==> src/rtl/rr_arbiter_onehot_if.sv <==
// rtl/rr_arbiter_onehot_if.sv - request/grant bundle between requesters and the round-robin arbiter
//
// Purpose: groups the request vector, grant acknowledge and registered grant
// outputs of rr_arbiter_onehot into one connection.
// Signals:
//   reqIn      [N-1:0]  request vector, bit i = requester i wants the resource
//   grantAck            consumer accepts the current grant
//   grantOut   [N-1:0]  registered grant, zero or exactly one bit set
//   grantValid          high exactly when grantOut is non-zero
// Modports:
//   master  requester/consumer side (drives reqIn, grantAck)
//   slave   arbiter side (drives grantOut, grantValid)
interface rr_arbiter_onehot_if #(
  parameter int N = 16
);
  logic [N-1:0] reqIn;
  logic         grantAck;
  logic [N-1:0] grantOut;
  logic         grantValid;

  modport master (
    output reqIn,
    output grantAck,
    input  grantOut,
    input  grantValid
  );

  modport slave (
    input  reqIn,
    input  grantAck,
    output grantOut,
    output grantValid
  );
endinterface

==> src/rtl/rr_arbiter_onehot.sv <==
// rtl/rr_arbiter_onehot.sv - round-robin arbiter with registered one-hot grant held until acknowledged
//
// Purpose: picks one of N requesters in round-robin order and presents a
// registered one-hot grant that stays put until the consumer acknowledges it.
// On acknowledge the just-served requester drops to lowest priority and the
// same edge re-arbitrates, so back-to-back grants have no idle bubble.
// Ports:
//   clk    rising-edge clock
//   rst_n  asynchronous active-low reset (clears grant and pointer)
//   bus    rr_arbiter_onehot_if.slave: reqIn, grantAck in; grantOut, grantValid out
module rr_arbiter_onehot #(
  parameter int N  = 16,
  parameter int PW = $clog2(N)
) (
  input  logic                  clk,
  input  logic                  rst_n,
  rr_arbiter_onehot_if.slave    bus
);

  typedef enum logic {
    IDLE  = 1'b0,
    GRANT = 1'b1
  } state_t;

  state_t          state_q;
  state_t          state_d;
  logic [PW-1:0]   ptr_q;
  logic [PW-1:0]   ptr_d;
  logic [N-1:0]    grant_q;
  logic [N-1:0]    grant_d;

  logic [PW-1:0]   granted_idx;
  logic            accepted;
  logic [PW-1:0]   search_base;
  logic [PW-1:0]   scan_idx;
  logic            found;
  logic [N-1:0]    winner;
  logic            any_req;

  // Binary index of the currently held grant (grant_q is one-hot or zero).
  always_comb begin
    granted_idx = '0;
    for (int i = 0; i < N; i++) begin
      if (grant_q[i]) begin
        granted_idx = PW'(i);
      end
    end
  end

  // An acknowledged grant moves the search start past the served requester in
  // the same cycle, so re-arbitration already sees the rotated priority.
  // N is a power of two, so the PW-bit add wraps modulo N for free.
  assign accepted    = (state_q == GRANT) && bus.grantAck;
  assign search_base = accepted ? (granted_idx + PW'(1)) : ptr_q;
  assign any_req     = |bus.reqIn;

  always_comb begin
    winner   = '0;
    found    = 1'b0;
    scan_idx = '0;
    for (int k = 0; k < N; k++) begin
      scan_idx = search_base + PW'(k);
      if (!found && bus.reqIn[scan_idx]) begin
        winner[scan_idx] = 1'b1;
        found            = 1'b1;
      end
    end
  end

  always_comb begin
    state_d = state_q;
    ptr_d   = ptr_q;
    grant_d = grant_q;
    case (state_q)
      IDLE: begin
        // Arbitration from idle does not touch the pointer.
        if (any_req) begin
          grant_d = winner;
          state_d = GRANT;
        end
      end
      GRANT: begin
        // Without an acknowledge the grant is held, even if its request drops.
        if (bus.grantAck) begin
          ptr_d   = search_base;
          grant_d = winner;
          state_d = any_req ? GRANT : IDLE;
        end
      end
      default: begin
        grant_d = '0;
        state_d = IDLE;
      end
    endcase
  end

  always_ff @(posedge clk or negedge rst_n) begin
    if (!rst_n) begin
      state_q <= IDLE;
      ptr_q   <= '0;
      grant_q <= '0;
    end else begin
      state_q <= state_d;
      ptr_q   <= ptr_d;
      grant_q <= grant_d;
    end
  end

  assign bus.grantOut   = grant_q;
  assign bus.grantValid = (state_q == GRANT);

endmodule

==> src/flat_wrapper.sv <==
// flat-port wrapper written by rule: the top's interface ports become plain ports
module rr_arbiter_onehot_flat 
#(
  parameter int N  = 16,
  parameter int PW = $clog2(N)
)
  (clk, rst_n, bus_reqIn, bus_grantAck, bus_grantOut, bus_grantValid);
  rr_arbiter_onehot_if #(.N(N)) bus_i ();
  input  logic clk;
  input  logic rst_n;
  input wire logic [$bits(bus_i.reqIn)-1:0] bus_reqIn;
  input wire logic [$bits(bus_i.grantAck)-1:0] bus_grantAck;
  output wire logic [$bits(bus_i.grantOut)-1:0] bus_grantOut;
  output wire logic [$bits(bus_i.grantValid)-1:0] bus_grantValid;
  assign bus_i.reqIn = bus_reqIn;
  assign bus_i.grantAck = bus_grantAck;
  assign bus_grantOut = bus_i.grantOut;
  assign bus_grantValid = bus_i.grantValid;
  rr_arbiter_onehot #(.N(N), .PW(PW)) u_core (.clk(clk), .rst_n(rst_n), .bus(bus_i));
endmodule
==> config.mk <==
export PLATFORM = sky130hd
export DESIGN_NAME = rr_arbiter_onehot_flat
export DESIGN_NICKNAME = d
export VERILOG_FILES = /design/src/rtl/rr_arbiter_onehot_if.sv /design/src/rtl/rr_arbiter_onehot.sv /design/src/flat_wrapper.sv
export SDC_FILE = /design/constraint.sdc
export NUM_CORES = 1
export LEC_CHECK = 0
export ABC_AREA = 1
export BUFFER_PORTS_ARGS = -buffer_cell sky130_fd_sc_hd__buf_2
export CAP_MARGIN = 15
export CORE_ASPECT_RATIO = 0.6
export CORE_MARGIN = 5
export CORE_UTILIZATION = 49
export DETAILED_ROUTE_END_ITERATION = 16
export PLACE_DENSITY_LB_ADDON = 0.2
export SLEW_MARGIN = 30
export SYNTH_ARGS = -nofsm -noshare
export SYNTH_HDL_FRONTEND = slang
export SYNTH_SLANG_ARGS = --single-unit
==> constraint.sdc <==
create_clock -name clk -period 11.25 [get_ports clk]
set_input_delay 1.125 -clock clk [delete_from_list [all_inputs] [get_ports clk]]
set_output_delay 1.125 -clock clk [all_outputs]
set_load 0.1 [all_outputs]
==> results.cfg <==
[synthesis]
async_reset_ff_share_pct = 100.0
synth_top_cell_by_area = nand2_1
synthTopCellsByCount = nand2_1 (300), nor2_1 (241), nand3_1 (190), inv_1 (119), nand4_1 (83)
synth.cell_area_sq_um = 5708
synth_cell_types = 40
synth-edff-count = 0
synth_flop_cell = dfrtp_1
synth_most_common_cell = nand2_1
yosysSeqAreaShare_pct = 9.206
synthesis.instances = 1114
synth_nets = 1147
ys_ff_latch = 21
yosys_warnings = 0
synth_top_area_share_pct = 19.73
avgSynthCellArea_sq_um = 5.124
netlist_top_cells_area = nand2_1 (20%), nand3_1 (17%), nor2_1 (16%)

[clock_network]
cts_sinks = 21
cts-root-buf = clkbuf_16
hold_buffers = 0
post_cts_buffers = 0
numCtsBuffers = 3
cts_buffer_depth = 2
clk_pin_slew_ns = 0.06
htree_num_levels = 1
insertion_delay_ns = 0.27
tritoncts = yes
cts_resized = 0

[run]
cap_violations = 0

[sta]
skew_ns = 0.01284
tns_ns = 0
worstMarginPinSlew_ns = 0.9399
rsz0062_at_grt = false
post-route-min-period_ns = 6.607
hold_violations = 0
max_slew_margin_pct = 37.16
finalSetupViolCount = 0
drv_slew = 0
fmax_mhz = 151.4
period_share_pct = 58.73

[worst_hold_path]
holdCritStartpoint = u_core.bus.grantOut[0]
hold_depth = 3
hold_path_end = u_core.bus.grantOut[0]
hp-class = reg -> reg

[global_route]
grt_pass1_wl_mm = 38.78
grt_pass1_vias = 6522
antenna_found_initial = 0
grt_max_degree = 33
grt_use_total_pct = 36.28
overflow = 0

[setup_path]
rr_worst_depth = 34
slowest_stage = clkinv_1
reg2reg_to = u_core.bus.grantOut[11]
start_kind = flip-flop
end_kind = flip-flop
arrival_ns = 6.82
crit_type = reg -> reg
crit_fanout = 32
r2r-start = u_core.bus.grantOut[1]
cp_common_cell = nand2_1
slowest_delay_ns = 0.66
cp.required_ns = 11.46
reg2reg_slack_ns = 4.64

[route]
via_per_inst = 6.072
vias = 7718
drt_iter0_drc = 1468
drc = 0
post_drt_wl_per_cell_um = 19.90
antenna_left = 0
dr.pass1.iters = 6
drt-total-wl_mm = 25.30

[die]
dieArea_sq_um = 13980
core_area_sq_um = 11340
die_width_um = 149.3
die_h_um = 93.60
ios = 36
rows = 30
start_util_pct = 50.35

[layout]
n_antenna_cell = 0
area_growth_pct = 5.173
final_nets = 1145
layout-drive-gt1-share_pct = 10.62

[outcome]
outcome = complete, no violations

[place]
place_hpwl_mm = 19.88
portBuffers = 35
gp_congestion = 1.083
-- layer usage --
layer	vias to the layer above	routed length, um	GRT usage, %
li1	3585	-	-
met1	3450	11310	56.12
met2	609	9087	45.28
met3	74	4198	13.41
met4	0	700	9.368
met5	-	0	0
-- state kept, by name, indices dropped and copies added, names as in the netlist --
signal                 flops
u_core.ptr_q               4
u_core.bus.grantValid      1
u_core.bus.grantOut       16
-- stage by stage --
stage / hold slack [ns] / setup slack, ns / util [%] / cells / cell area, sq um
after floorplan: 0.6545 / 6.108 / - / 1114 / 5708
after global placement: 0.5343 / 4.703 / 52.05 / 1267 / 5901
after CTS: 0.5701 / 4.909 / 52.89 / 1271 / 5996
after global routing: 0.5881 / 4.148 / 52.96 / 1271 / 6003
after detailed placement: 0.5547 / 4.729 / 52.19 / 1267 / 5916
final: 0.5724 / 4.643 / 52.96 / 1271 / 6003
-- worst max path at each step --
| stage | startpoint | endpoint | depth (start not counted) | slack [ns] |
|---|---|---|---|---|
| 2_1_floorplan | u_core.bus.grantOut[2] | u_core.bus.grantOut[4] | 40 | 6.11 |
| 3_3_place_gp | bus_grantAck | u_core.bus.grantOut[3] | 23 | 4.70 |
| 3_5_place_dp | bus_grantAck | u_core.bus.grantOut[13] | 23 | 4.73 |
| 4_1_cts | u_core.bus.grantOut[1] | u_core.bus.grantOut[13] | 34 | 4.91 |
| 5_1_grt | u_core.bus.grantOut[3] | u_core.bus.grantOut[10] | 34 | 4.15 |
| 6_report | u_core.bus.grantOut[1] | u_core.bus.grantOut[11] | 34 | 4.64 |
-- kinds of logic after synthesis --
logic type                 after synthesis  share of synthesized area (%)
AOI/OAI and AO/OA                       27                          2.915
xor gates and xnor gates                 5                          1.491
adders and majority gates               14                          3.069
buffers and inverters                  187                          13.70
DFF                                     21                          9.206
and+or+nand+nor                        860                          69.62
-- placed cells by master (no fill, tap or decap), drive strengths merged, types with 3 or more instances in the layout --
cell / count
nand3: 197
dfrtp: 21
buf: 47
clkinv: 4
nor2: 258
ha: 14
nand2: 311
or2: 4
o21ai: 17
a31oi: 5
inv: 130
clkbuf: 3
nand4: 87
xor2: 5
-- final cells by class --
class	count	area (sq um)
clock inverter	1	5.005
tap	160	200.2
clock buffer	3	75.07
timing repair buffer	47	265.3
inverter	133	501.7
sequential	21	525.5
fill	1305	5333
multi-input combinational	906	4431
-- critical path: cells and delay by family, from the launching register on --
family                     cells  cell delay, ns
buffers and inverters          4            1.05
adders and majority gates      2            0.86
and+or+nand+nor               24            3.27
AOI/OAI and AO/OA              4            0.91
DFF                            1            0.41
Power is left out: the tool's default activity adds up to more than one toggle a clock period on the data nets, which glitch-free logic cannot reach.
